$ cat config.mk
export PLATFORM = sky130hd
export DESIGN_NAME = automata_report_collector
export DESIGN_NICKNAME = d
export VERILOG_FILES = /design/src/rtl/automata_report_collector.sv
export SDC_FILE = /design/constraint.sdc
export NUM_CORES = 1
export LEC_CHECK = 0
export BUFFER_PORTS_ARGS = -buffer_cell sky130_fd_sc_hd__buf_2
export CORE_ASPECT_RATIO = 0.6
export CORE_UTILIZATION = 45
export CTS_CLUSTER_DIAMETER = 50
export DETAILED_ROUTE_END_ITERATION = 10
export SYNTH_ARGS = -nofsm -noshare
export SYNTH_HDL_FRONTEND = slang
export SYNTH_SLANG_ARGS = --single-unit
$ cat constraint.sdc
create_clock -name clk -period 5.14 [get_ports clk]
set_clock_uncertainty 0.1 [all_clocks]
set_input_delay 0.514 -clock clk [delete_from_list [all_inputs] [get_ports clk]]
set_output_delay 0.514 -clock clk [all_outputs]
set_load 0.005 [all_outputs]
$ cat src/rtl/automata_report_collector.sv
`default_nettype none
// ============================================================================
// Module   : automata_report_collector
// Brief    : Aligns symbol offsets to automaton reports, buffers report
//            records in a FWFT FIFO and drains them over valid/ready.
// Revision : 1.0 - initial release
// ============================================================================
module automata_report_collector #(
    parameter int N_REPORTS      = 1,
    parameter int OFFSET_W       = 32,
    parameter int DEPTH          = 16,
    parameter int REPORT_LATENCY = 1
) (
    input  logic                     clk,
    input  logic                     reset,
    input  logic                     run,
    input  logic                     last,
    input  logic [N_REPORTS-1:0]     report_in,
    output logic                     rec_valid,
    input  logic                     rec_ready,
    output logic [OFFSET_W-1:0]      rec_offset,
    output logic [N_REPORTS-1:0]     rec_reports,
    output logic [$clog2(DEPTH):0]   fifo_count,
    output logic                     overflow,
    output logic [15:0]              drop_count,
    output logic                     done
);

    localparam int                  c_addr_w   = $clog2(DEPTH);
    localparam logic [c_addr_w:0]   c_full     = (c_addr_w + 1)'(DEPTH);
    localparam logic [c_addr_w:0]   c_cnt_one  = (c_addr_w + 1)'(1);
    localparam logic [c_addr_w-1:0] c_ptr_one  = c_addr_w'(1);
    localparam logic [OFFSET_W-1:0] c_off_one  = OFFSET_W'(1);

    typedef enum logic [1:0] {
        ST_STREAM = 2'd0,
        ST_DRAIN  = 2'd1,
        ST_DONE   = 2'd2
    } state_t;

    state_t                r_state;
    logic                  r_done;
    logic [OFFSET_W-1:0]   r_sym_cnt;

    logic [REPORT_LATENCY-1:0] r_dl_run;
    logic [OFFSET_W-1:0]       r_dl_off [REPORT_LATENCY];

    logic [OFFSET_W-1:0]   r_mem_off [DEPTH];
    logic [N_REPORTS-1:0]  r_mem_rep [DEPTH];
    logic [c_addr_w-1:0]   r_wr_ptr;
    logic [c_addr_w-1:0]   r_rd_ptr;
    logic [c_addr_w:0]     r_count;
    logic                  r_overflow;
    logic [15:0]           r_drop_count;

    logic                  w_g_run;
    logic                  w_d_run;
    logic [OFFSET_W-1:0]   w_d_off;
    logic                  w_dl_busy;
    logic                  w_empty;
    logic                  w_full;
    logic                  w_capture;
    logic                  w_pop;
    logic                  w_push;
    logic                  w_drop;

    assign w_g_run   = run && (r_state == ST_STREAM);
    assign w_d_run   = r_dl_run[REPORT_LATENCY-1];
    assign w_d_off   = r_dl_off[REPORT_LATENCY-1];
    assign w_dl_busy = |r_dl_run;

    assign w_empty   = (r_count == '0);
    assign w_full    = (r_count == c_full);
    assign w_capture = w_d_run && (|report_in);
    assign w_pop     = !w_empty && rec_ready;
    // A full FIFO still accepts the new record when the head leaves this cycle.
    assign w_push    = w_capture && (!w_full || w_pop);
    assign w_drop    = w_capture && w_full && !w_pop;

    always_ff @(posedge clk) begin
        if (reset) begin
            r_state   <= ST_STREAM;
            r_done    <= 1'b0;
            r_sym_cnt <= '0;
        end else begin
            case (r_state)
                ST_STREAM: begin
                    if (w_g_run) begin
                        r_sym_cnt <= r_sym_cnt + c_off_one;
                        if (last) begin
                            r_state <= ST_DRAIN;
                        end
                    end
                end
                ST_DRAIN: begin
                    if (!w_dl_busy && w_empty) begin
                        r_state <= ST_DONE;
                        r_done  <= 1'b1;
                    end
                end
                ST_DONE: begin
                    r_done <= 1'b1;
                end
                default: begin
                    r_state <= ST_STREAM;
                    r_done  <= 1'b0;
                end
            endcase
        end
    end

    // Each stage carries the run qualifier and the offset of the symbol whose
    // report arrives when it reaches the end of the line.
    always_ff @(posedge clk) begin
        if (reset) begin
            r_dl_run <= '0;
        end else begin
            r_dl_run[0] <= w_g_run;
            for (int i = 1; i < REPORT_LATENCY; i++) begin
                r_dl_run[i] <= r_dl_run[i-1];
            end
        end
    end

    always_ff @(posedge clk) begin
        r_dl_off[0] <= r_sym_cnt;
        for (int i = 1; i < REPORT_LATENCY; i++) begin
            r_dl_off[i] <= r_dl_off[i-1];
        end
    end

    always_ff @(posedge clk) begin
        if (w_push) begin
            r_mem_off[r_wr_ptr] <= w_d_off;
            r_mem_rep[r_wr_ptr] <= report_in;
        end
    end

    always_ff @(posedge clk) begin
        if (reset) begin
            r_wr_ptr <= '0;
            r_rd_ptr <= '0;
            r_count  <= '0;
        end else begin
            if (w_push) begin
                r_wr_ptr <= r_wr_ptr + c_ptr_one;
            end
            if (w_pop) begin
                r_rd_ptr <= r_rd_ptr + c_ptr_one;
            end
            case ({w_push, w_pop})
                2'b10:   r_count <= r_count + c_cnt_one;
                2'b01:   r_count <= r_count - c_cnt_one;
                default: r_count <= r_count;
            endcase
        end
    end

    always_ff @(posedge clk) begin
        if (reset) begin
            r_overflow   <= 1'b0;
            r_drop_count <= '0;
        end else if (w_drop) begin
            r_overflow <= 1'b1;
            if (r_drop_count != 16'hFFFF) begin
                r_drop_count <= r_drop_count + 16'd1;
            end
        end
    end

    assign rec_valid   = !w_empty;
    assign rec_offset  = r_mem_off[r_rd_ptr];
    assign rec_reports = r_mem_rep[r_rd_ptr];
    assign fifo_count  = r_count;
    assign overflow    = r_overflow;
    assign drop_count  = r_drop_count;
    assign done        = r_done;

endmodule
`default_nettype wire

### Word level (Yosys, flattened, before mapping)

Memories as Yosys holds them, arrays and structs flattened. A register that Yosys moved wholly into a read port is not among the register bits.
Index checks and enable logic that the tools add are counted.

* add/sub/neg operators: 6
* equal/unequal tests: 9
* muxes and demuxes: 13
* bitwise operators: 2
* reduce and logical (&&, ||, !) cells: 19

Operators with widths (count)
* $add 32x1->32 const B: 1
* $add 16x1->16 const B: 1
* $mux 4: 4
* $ne 16x16->1 const B: 1
* $pmux 5 s2: 1
* $add 4x1->4 const B: 2
* $logic_and 1x1->1: 7
* $mux 2: 3
* $ne 2x2->1 const B: 3
* $pmux 2 s3: 1
* $reduce_and 2->1: 3
* $add 5x1->5 const B: 1
* $eq 5x5->1 const B: 1
* $logic_not 5->1: 1
* $sub 5x1->5 const B: 1
* $eq 2x1->1 const B: 2
* $eq 2x2->1 const B: 2
* $logic_not 1->1: 4
* $reduce_and 4->1: 1
* $mux 1: 3
* $pmux 1 s3: 1
* $logic_not 2->1: 1
* $not 1->1: 2
* $reduce_bool 2->1: 1
* $logic_or 1x1->1: 1

* bits in registers: 66
* RAM bits: 560
* input bits: 6
* output and inout port bits: 57
* memories: 3

Memory list
* r_mem_off: words 16, bits a word 32, rd ports 1, clocked after Yosys merged registers in 1, write ports 1, line 48 `logic [OFFSET_W-1:0] r_mem_off [DEPTH];`
* r_dl_off: words 1, bits a word 32, rd ports 1, clocked after Yosys merged registers in 0, write ports 1, line 46 `logic [OFFSET_W-1:0] r_dl_off [REPORT_LATENCY];`
* r_mem_rep: words 16, bits a word 1, rd ports 1, clocked after Yosys merged registers in 1, write ports 1, line 49 `logic [N_REPORTS-1:0] r_mem_rep [DEPTH];`

### Depth between registers and ports, before layout

Gate-level depths: netlist (run 1).

* word-level depth: 7
* gate-level depth with buffers: 11

### Least setup slack after synthesis (run 1)

OpenSTA, ideal clock, no wires.

* path kind: input-to-reg
* start: in rec_ready
* end: mem r_mem_off[3][0] (enable)
* library setup time: 0.464 ns
* arrival: 3.552 ns
* slack: 1.024 ns
* stages: 4
* buffers on the path: 0
* cell sequence: inv_1 > a31oi_1 > nand2_1 > nor3_1

* cells in the longest elaborated chain, start to end: 5

RTL lines
* start, declared: line 20 `input logic rec_ready,`
* $logic_and 1x1->1: line 75 `assign w_pop = !w_empty && rec_ready;`
* $logic_or 1x1->1: line 77 `assign w_push = w_capture && (!w_full || w_pop);`
* $logic_and 1x1->1: line 77
* $mux 1: line 133 `if (w_push) begin`
* $mux 1 (not written as such): line 134 `r_mem_off[r_wr_ptr] <= w_d_off;`
* end, declared: line 48

Every way passes these cells.

==> key figures, run 1 <==
Outcome
  – Status: completed

Floorplan
  – DIE WIDTH: 298 microns
  – Die Height: ~180 microns
  – Core ar.: 51,400 sq um
  – Top Ports: 63
  – Row count: 64
  – Die area: approximately 53,000 sq um
  – Starting density of the core: 0.460

STA
  – Hold Violations, Final: 0
  – RSZ-0062 raised after global routing: no
  – Final number of setup-violating endpoints: 0
  – Final worst-path cycle share: 0.731
  – Fin crit period: about 3800 ps
  – Fmax: about 270 MHz
  – Fin. max-slew vios: 0
  – Worst Tran Pin Value: 1310 ps
  – Worst hold slack: around 170 ps
  – Final setup margin: ~1400 ps
  – Slew headroom: 0.122
  – TNS Setup: 0 ps

Worst setup path
  – Kind of cell adding the most delay to the critical path: multiplexers
  – Most common cell on crit path: mux4_2
  – CP Cell Sequence: buf_12 > mux4_2 > mux4_2 > buf_2
  – Worst r2r path cells: 6
  – Critical R2R Capture: r_mem_off[15][13]
  – Reg-to-reg setup timing slack: around 2200 ps
  – Max incr delay on CP: roughly 830 ps
  – Worst path slowest cell: dfxtp_4
  – Kind of critical path: flip-flop to primary output
  – Worst Path Buf+Inv: 2
  – CP Launch Type: flip-flop
  – Worst EP required: roughly 4500 ps
  – Launch point of the worst reg-to-reg path: fifo_count[1]
  – CP Max Fanout: 42
  – Setup crit end kind: primary output
  – Worst endpoint data arrival time: 3140 ps

Global route
  – Initial antenna violation count: 0
  – GRT Overall Usage: 0.192
  – Number of global-route vias before repair: between 10,000 and 15,000
  – Final global-route overflow total: 0
  – First-pass GRT wire length: ~75,000 microns
  – Largest net degree at the start of global routing: approximately 70

Synthesis
  – Synthesized area: 23,600 sq um
  – Post-synthesis async set-or-reset flop share: 0
  – Mux contribution to synthesized area: 0.160
  – Top FF cell, synth: edfxtp_1
  – Dominant combinational cell family by area after synthesis: multiplexers
  – Post-synth EDFFs: roughly 530
  – Compound-Gate Fraction of Synth Area: 0.00990
  – Syn_area_per_cell: around 21 sq um
  – Yosys reg bits: 630
  – Synth Area in XOR/XNOR: 0.0178
  – Register area share after synthesis: 0.758
  – Area fraction of the dominant cell type after synthesis: 0.671
  – Synth area leaders: edfxtp_1 (67%), mux4_2 (16%), dfxtp_1 (8.6%), nor2_1 (1.2%), xor2_1 (1.2%)
  – Cells after Synth: between 1,000 and 1,500
  – Netlist cell types: 37
  – YS warnings: 0
  – Syn Nets: roughly 1,200
  – Synth area leader: edfxtp_1
  – Post-Synth Adder-Cell Area: 0.00688
  – Simple-Gate Fraction of Synth Area: 0.0377

Power and ir drop
  – Leakage dissipation: between 0.008 and 0.009 uW
  – Pwr Density: approximately 430 nW/um^2
  – Worst VDD drop: between 0.3 and 0.4 mV

Clock network
  – Cts hold-fix bufs: 0
  – CTS tree: done
  – PostCTS Resize Cnt: 0
  – Setup Buffers After CTS: 0
  – H-tree levels: 2
  – Clock slew at reported path FFs: 70 ps
  – TritonCTS Buffers: 57
  – Total clock sinks: 630
  – CTS Buffer Depth: 3
  – Clk_lat worst skew: 610 ps
  – Clock tree root driver cell: clkbuf_16

Flow run
  – Max Cap Violations: 0

Min path
  – Hold Crit Depth: 3
  – Worst hold endpoint: r_sym_cnt[1]
  – Worst Hold Class: input port to flip-flop
  – Worst hold start: run

Place
  – GPL Wtd Cong: between 0.7 and 0.8
  – Port bufs: 62
  – Placement Cell Area: 25,000 sq um
  – Pre-CTS setup slack: roughly 1900 ps
  – Post-DP HPWL: between 20,000 and 30,000 microns
  – Placed insts: roughly 1,900

Layout
  – Layout area overhead: 13.6%
  – ANT cells: 0
  – Non-Filler Instances: ~2,000
  – Most common cell after layout, fill and taps aside: edfxtp_1
  – Share of post-route cells with drive strength above 1: 0.288
  – Commonest non-fill, non-tap cells in the layout: edfxtp_1 (528), mux4_2 (165), dfxtp_1 (98), nor2_1 (66), buf_2 (62)
  – Fin area: 26,800 sq um
  – Layout Nets: between 1,000 and 1,500

Drt
  – Drt pass-1 iters: 5
  – Via/cell ratio: ~5.6
  – Post-Route WL: ~50,000 microns
  – WL per Instance: approximately 25 microns
  – DR iter-0 viols: between 1,000 and 1,500
  – ANT nets after route: 0
  – Vias: about 11,000
  – Post-route DRC: 0
sequential cells by signal (all words and copies together), names as in the netlist, named ones only:
register / count
done: 1
r_dl_off: 32
overflow: 1
r_mem_off: 512
drop_count: 16
r_dl_run: 1
fifo_count: 5
r_wr_ptr: 4
r_state: 2
r_mem_rep: 16
r_sym_cnt: 32
r_rd_ptr: 4
routing by layer:
metal | vias up | part of all wire | GRT usage
li1 | 4843 | - | -
met1 | 5960 | 0.50 | 0.319
met2 | 321 | 0.42 | 0.258
met3 | 68 | 0.062 | 0.0366
met4 | 0 | 0.017 | 0.0427
met5 | - | 0 | 0
logic make-up after synthesis:
family	after synthesis
fa+ha+maj	13
buf+inv	63
simple gates	188
compound gates	36
flops	630
xor+xnor	48
mux	171
final cells by class:
class	count	area, sq um
Inverter	14	52.6
Clock inverter	33	255
Sequential cell	630	17900
Fill cell	4032	24600
Clock buffer	72	1600
Timing Repair Buffer	89	576
Multi-Input combinational cell	456	5590
Tap cell	693	867
Yosys cell counts, drive strengths merged, types with 7 or more instances:
cell	count
a21oi	18
and4	7
buf	17
clkbuf	32
dfxtp	102
edfxtp	528
ha	13
inv	14
mux4	165
nand2	35
nand3	17
nand4	16
nor2	78
nor3	12
o21ai	11
or3	7
xnor2	16
xor2	32
through the flow:
stage               total power (uW)   util
finish                         11500  0.522
global placement                7500  0.486
global route                   12000  0.522
floorplan                       6980      -
detailed placement              7520  0.486
CTS                            11700  0.522
worst max path at each step:
stage / to / start / depth (start not counted)
2_1_floorplan: r_mem_off[3][0] / rec_ready / 4
3_3_place_gp: r_mem_off[15][21] / report_in / 7
3_5_place_dp: r_mem_off[15][21] / report_in / 7
4_1_cts: rec_offset[31] / flip-flop / 4
5_1_grt: rec_offset[9] / flip-flop / 4
6_report: rec_offset[7] / flip-flop / 4
report_power, final:
| part | internal (uW) | switching, uW | total, uW |
|---|---|---|---|
| logic | 866 | 734 | 1600 |
| clock network | 2280 | 1900 | 4180 |
| registers | 5570 | 191 | 5760 |
worst reg2reg max path, stage by stage, from the launching register on:
cell and delay [ps]:
dfxtp_1 490, nor4_1 150, a31oi_1 190, buf_4 220, nand2_1 280, nor2_4 630
buf_4 510
Note: power is estimated with default switching activity, not from simulation.
==> inputs of run 2 (changes only) <==
==> constraint.sdc (replaced) <==
create_clock -name clk -period 3.5 [get_ports clk]
set_clock_uncertainty 0.1 [all_clocks]
set_input_delay 0.35 -clock clk [delete_from_list [all_inputs] [get_ports clk]]
set_output_delay 0.35 -clock clk [all_outputs]
set_load 0.005 [all_outputs]
==> run 2 against run 1 <==
Compared with the run above:
- global-route usage decreased by 0.26 points
- first-iteration DRC count decreased by 17%
- via count is 0.94% higher
- count of clock-buffer cells in the layout rose by 4
- worst setup slack worse by 1200 ps
- worst hold slack got worse by 93 ps
- wire length decreased by 1.4%
- cell count rose by 1.3%
- power is 50% higher
==> key figures, run 2 (synthesis gave the netlist of run 1 again) <==
Global route
  – GR peak layer: met1
  – GRT Overall Usage: 0.189
  – Met1 Use GR: 0.306
  – Initial antenna violation count: 0
  – Met2 Track Usage GR: 0.270
  – First-pass GRT wire length: roughly 75,000 microns
  – Number of global-route vias before repair: 11,700
  – Final global-route overflow total: 0
  – M3 GR Usage: 0.0291
  – Largest net degree at the start of global routing: 51

Worst setup path
  – CP Cell Sequence: buf_12 > mux4_2 > mux4_2 > buf_2
  – CP Launch Type: flip-flop
  – Worst Path Buf+Inv: 2
  – Max incr delay on CP: around 760 ps
  – Worst EP required: 3050 ps
  – Reg-to-reg setup timing slack: around 580 ps
  – CP Max Fanout: 23
  – Most common cell on crit path: mux4_2
  – Critical R2R Capture: fifo_count[4]
  – Kind of cell adding the most delay to the critical path: multiplexers
  – Setup crit end kind: primary output
  – Worst endpoint data arrival time: 2880 ps
  – Kind of critical path: flip-flop to primary output
  – Worst r2r path cells: 10
  – Worst path slowest cell: dfxtp_4
  – Launch point of the worst reg-to-reg path: fifo_count[0]

Clock network
  – CTS Buffer Depth: 3
  – Clock tree root driver cell: clkbuf_16
  – TritonCTS Buffers: 58
  – Clk_lat worst skew: just under 600 ps
  – Clock slew at reported path FFs: 70 ps
  – CTS tree: done
  – PostCTS Resize Cnt: 0
  – Total clock sinks: 630
  – H-tree levels: 2

STA
  – Fin. max-slew vios: 0
  – Slew headroom: 0.348
  – RSZ-0062 raised after global routing: no
  – Final worst-path cycle share: 0.951
  – Hold Violations, Final: 0
  – TNS Setup: 0 ps
  – Fin crit period: ~3300 ps
  – Fmax: 300 MHz
  – Worst Tran Pin Value: between 900 and 1000 ps
  – Final number of setup-violating endpoints: 0

Drt
  – DR iter-0 viols: about 970
  – Vias: about 11,000
  – WL per Instance: 24.7 microns
  – Post-route DRC: 0
  – ANT nets after route: 0
  – Post-Route WL: between 40,000 and 50,000 microns
  – Via/cell ratio: approximately 5.6
  – Drt pass-1 iters: 5

Layout
  – Share of post-route cells with drive strength above 1: 0.296
  – Filler cells: between 4,000 and 5,000
  – Biggest regs: r_mem_off (512), r_dl_off (32), r_sym_cnt (32)
  – Non-Filler Instances: ~2,000
  – Commonest non-fill, non-tap cells in the layout: edfxtp_1 (528), mux4_2 (165), dfxtp_1 (98), nor2_1 (66), buf_2 (62)
  – Top reg by flops: r_mem_off
  – Layout Nets: 1,290
  – ANT cells: 0
  – Most common cell after layout, fill and taps aside: edfxtp_1
  – Final cell utilization of the core: 0.530
  – Largest register FFs: roughly 510
  – Layout area overhead: 15.3%

Floorplan
  – Top Ports: between 60 and 70
  – Row count: 64
  – Die Height: 179 microns
  – DIE WIDTH: roughly 300 microns
  – Core ar.: 51,400 sq um
  – Die area: 53,500 sq um
  – Starting density of the core: 0.460

Power and ir drop
  – Clk pwr share: 0.365
  – Seq pwr share: 0.488
  – Power Internal: 13,200 uW
  – Sw frac: 0.239
  – Worst VDD drop: 0.408 mV
  – Psw: 4130 uW
  – Combinational power share: 0.147
  – Leakage dissipation: 0.00890 uW
  – Pwr Density: 635 nW/um^2

Min path
  – Hold Crit Depth: 4
  – Worst Hold Class: input port to flip-flop
  – Worst hold start: rec_ready

Place
  – Post-DP HPWL: roughly 29,000 microns
  – Port bufs: 62
  – Placed insts: between 1,500 and 2,000
  – GPL Wtd Cong: between 0.7 and 0.8

Flow run
  – Max Cap Violations: 0

Outcome
  – Status: completed
==> run 2: cell count changes in the layout (fill, tap and decap cells not counted), moves of 3 or more <==
cell       delta
buf_4        +11
clkinv_2      -5
clkbuf_1      +5
bufinv_16     +4
inv_16        -3
nor3_4        +4
nor3_2        -4
buf_12       +10
==> run 2: worst min-delay path, stage by stage <==
cell	delay (ps)
buf_2	100
o21ai_0	100
nand2_1	70
a21oi_1	70
==> run 2: worst max path at each step <==
| stage | cells past startpoint | startpoint | endpoint |
|---|---|---|---|
| 2_1_floorplan | 4 | fifo_count[2] | r_mem_off[7][0] |
| 3_3_place_gp | 10 | fifo_count[1] | fifo_count[4] |
| 3_5_place_dp | 10 | fifo_count[1] | fifo_count[4] |
| 4_1_cts | 4 | flip-flop | rec_offset[16] |
| 5_1_grt | 4 | flip-flop | rec_offset[6] |
| 6_report | 4 | flip-flop | rec_offset[29] |
==> run 2: layout make-up <==
class,instances,area (sq um),share of cell area
inverter,14,52.6,0.00193
tap,693,867,0.0318
clock buffer,76,1600,0.0588
timing repair buffer,111,868,0.0319
sequential,630,17900,0.658
clock inverter,32,317,0.0116
multi-input combinational,456,5620,0.206
==> run 2: layer usage <==
layer,vias to the layer above,share of wire
li1,4895,-
met1,6005,0.49
met2,321,0.43
met3,76,0.056
met4,0,0.019
met5,-,0
==> run 2: per-stage QoR <==
step | hold slack [ps] | power (uW) | area, sq um | setup WS, ps
floorplan | 250 | 10200 | 23600 | 277
finish | 78.4 | 17300 | 27200 | 172
global placement | 255 | 11200 | 25300 | 673
detailed placement | 267 | 11200 | 25300 | 672
CTS | 53.9 | 17500 | 27200 | 87.8
global route | 78.5 | 18000 | 27200 | 45.2
==> run 2: repair_timing <==
item                                   CTS  global route
setup buffers                            0             0
hold buffers                             1             0
endpoints found under the hold margin    2             0
==> run 2: power groups by stage <==
stage	Sequential, uW	Combinational [uW]	Clock (uW)
4_1_cts	8450	2620	6470
3_5_place_dp	8610	2600	0
2_1_floorplan	8420	1830	0
5_1_grt	8470	2760	6740
6_report	8440	2550	6320
3_3_place_gp	8600	2600	0
==> inputs of run 3 (changes only) <==
--- a/config.mk
+++ b/config.mk
@@ -5,11 +5,14 @@
 export SDC_FILE = /design/constraint.sdc
 export NUM_CORES = 1
 export LEC_CHECK = 0
+export ABC_AREA = 1
 export BUFFER_PORTS_ARGS = -buffer_cell sky130_fd_sc_hd__buf_2
 export CORE_ASPECT_RATIO = 0.6
-export CORE_UTILIZATION = 45
+export CORE_UTILIZATION = 60
 export CTS_CLUSTER_DIAMETER = 50
 export DETAILED_ROUTE_END_ITERATION = 10
+export PLACE_DENSITY = 0.77
+export RECOVER_POWER = 50
 export SYNTH_ARGS = -nofsm -noshare
 export SYNTH_HDL_FRONTEND = slang
 export SYNTH_SLANG_ARGS = --single-unit
==> run 3 against run 2 <==
Compared with the run above:
- cell area up 2.8%
- area after synthesis rose by 6.8%
- global-route usage is 8.1 points higher
- clock power down 4.6%
- via count is 38% higher
- sequential share of layout area is 1.8 points lower
- critical endpoint is now rec_offset[5]
- fmax rose by 8.9%
- highest routed layer unchanged
- worst setup slack better by 270 ps
- largest cell class unchanged
==> key figures, run 3 <==
STA
  – Fin crit period: a little over 3000 ps
  – Worst Tran Pin Value: between 1000 and 1500 ps
  – Fmax: 327 MHz
  – Hold Violations, Final: 0
  – Slew headroom: 0.279
  – TNS Setup: 0 ps
  – RSZ-0062 raised after global routing: no
  – Final number of setup-violating endpoints: 0
  – Final setup margin: 443 ps
  – Final worst-path cycle share: 0.873
  – Fin. max-slew vios: 0

Layout
  – Largest register FFs: roughly 500
  – Most common cell after layout, fill and taps aside: edfxtp_1
  – Layout area overhead: 10.9%
  – Biggest regs: r_mem_off (512), r_dl_off (32), r_sym_cnt (32)
  – Top reg by flops: r_mem_off
  – Flip-flop and latch area: about 18,000 sq um
  – ANT cells: 0
  – Layout Nets: between 2,000 and 2,500
  – Commonest non-fill, non-tap cells in the layout: edfxtp_1 (528), inv_1 (201), o21ai_0 (175), a21oi_1 (170), nand2_1 (139)
  – Final cell utilization of the core: 0.684
  – Filler cells: approximately 2,800
  – Share of post-route cells with drive strength above 1: 0.108
  – Multi-input gate area: between 6000 and 7000 sq um

Drt
  – DR iter-0 viols: approximately 1,600
  – Drt pass-1 iters: 6
  – Via/cell ratio: approximately 6.0
  – Post-Route WL: 57,400 microns
  – Routed length on met2: 25,800 microns
  – Highest metal used: met4
  – Met3 routed WL: between 5000 and 6000 microns
  – WL per Instance: 22.1 microns
  – Vias: roughly 16,000
  – Post-route DRC: 0
  – ANT nets after route: 0
  – Routed met1 length: 25,200 microns

Synthesis
  – Syn Nets: between 1,500 and 2,000
  – Most common cell in the netlist: edfxtp_1
  – Netlist cell types: 45
  – Yosys reg bits: between 600 and 700
  – Simple-Gate Fraction of Synth Area: 0.0641
  – Synth Area in XOR/XNOR: 0.00625
  – Post-synth EDFFs: approximately 530
  – Area fraction of the dominant cell type after synthesis: 0.628
  – Mux contribution to synthesized area: 0.0524
  – List of most frequent post-synthesis cells: edfxtp_1 (528), inv_1 (199), o21ai_0 (175)
  – Compound-Gate Fraction of Synth Area: 0.113
  – Syn_area_per_cell: approximately 13 sq um
  – Dominant combinational cell family by area after synthesis: compound AO/OA/AOI/OAI gates
  – Synth area leader: edfxtp_1
  – Post-Synth Adder-Cell Area: 0.00644
  – Top FF cell, synth: edfxtp_1
  – Post-synthesis async set-or-reset flop share: 0
  – Synthesized area: around 25,000 sq um
  – Synth area leaders: edfxtp_1 (63%), dfxtp_1 (8.1%), mux2i_1 (5.2%), o211ai_1 (4.0%), o21ai_0 (3.5%)
  – Cells after Synth: 1,941
  – YS warnings: 0
  – Register area share after synthesis: 0.709

Clock network
  – Clock slew at reported path FFs: approximately 70 ps
  – Clk_lat worst skew: about 600 ps
  – Clock tree root driver cell: clkbuf_16
  – Total clock sinks: 630
  – H-tree levels: 2
  – PostCTS Resize Cnt: 0
  – Setup Buffers After CTS: 0
  – CTS Buffer Depth: 3
  – CTS tree: done
  – TritonCTS Buffers: 56

Min path
  – Worst Hold Class: input port to flip-flop
  – Hold Crit Depth: 4

Worst setup path
  – Worst r2r path cells: 9
  – Worst endpoint data arrival time: 2610 ps
  – CP Max Fanout: 68
  – CP Launch Type: flip-flop
  – Kind of critical path: flip-flop to primary output
  – Worst EP required: just over 3000 ps
  – Setup crit end kind: primary output

Floorplan
  – DIE WIDTH: 267 microns
  – Die Height: roughly 160 microns
  – Top Ports: 63
  – Starting density of the core: 0.617
  – Core ar.: a little over 40,000 sq um
  – Row count: 57
  – Die area: 42,900 sq um

Power and ir drop
  – Worst VDD drop: 0.532 mV
  – Leakage dissipation: just under 0.01 uW
  – Pwr Density: around 650 nW/um^2

Place
  – Post-DP HPWL: between 30,000 and 40,000 microns
  – Pre-CTS setup slack: between 800 and 900 ps
  – Port bufs: just over 60
  – GPL Wtd Cong: around 0.91

Outcome
  – Status: completed

Global route
  – Number of global-route vias before repair: about 15,000
  – GRT Overall Usage: 0.271
  – Initial antenna violation count: 0
  – Final global-route overflow total: 0
  – Largest net degree at the start of global routing: roughly 100
  – First-pass GRT wire length: around 87,000 microns

Flow run
  – Max Cap Violations: 0
## run 3: what timing repair did
item                       4_1_cts  5_1_grt
hold buffers                     1        0
setup endpoints to repair        0        0
hold endpoints to repair         1        0
## run 3: metrics by stage
| step | hold slack, ps | cells | power (uW) | area (sq um) |
|---|---|---|---|---|
| global route | 112 | 2601 | 18900 | 28000 |
| CTS | 27.4 | 2601 | 18200 | 28000 |
| global placement | 264 | 2495 | 12200 | 26200 |
| floorplan | 251 | 1941 | 11200 | 25200 |
| detailed placement | 274 | 2495 | 12300 | 26200 |
| finish | 74.9 | 2601 | 18200 | 28000 |
## run 3: power breakdown
part	internal (uW)	switching (uW)
clock network	3280	2750
logic	1390	2400
registers	8200	154
## run 3: area by class of cell
class	count	share of cell area
well taps	560	0.0250
repair buffers	97	0.0229
clock buffers	70	0.0548
flip-flops and latches	630	0.640
multi-input cells	1006	0.221
clock inverters	35	0.00912
inverters	203	0.0273
## run 3: cell families after synthesis
kind of cell,after synthesis
buffers and inverters,305
XOR/XNOR,18
multiplexers,132
AO/OA/AOI/OAI,497
flip-flops,630
AND/OR/NAND/NOR,346
adder cells (fa/ha/maj),13
## run 3: path summary, 6_finish.rpt
check                                   start          endpoint  slack (ps)
worst max-delay path                flip-flop     rec_offset[5]         440
worst min-delay path                rec_ready          overflow          70
worst max register to register  fifo_count[0]  r_mem_off[7][19]         880
worst min register to register  r_sym_cnt[31]   r_dl_off[0][31]         280
## run 3: routing by layer
layer / global-route usage / vias to the layer above
met5: 0 / -
met4: 0.0593 / 0
met3: 0.0573 / 75
met2: 0.411 / 690
met1: 0.405 / 7664
li1: - / 7175
## run 3: worst max-delay path: stages, from the launching register on
cell      delay, ps
dfxtp_4         360
buf_4           680
a21oi_1         100
o21ai_0         160
o21ai_0         150
o211ai_1        210
nand2_1         140
buf_2           150
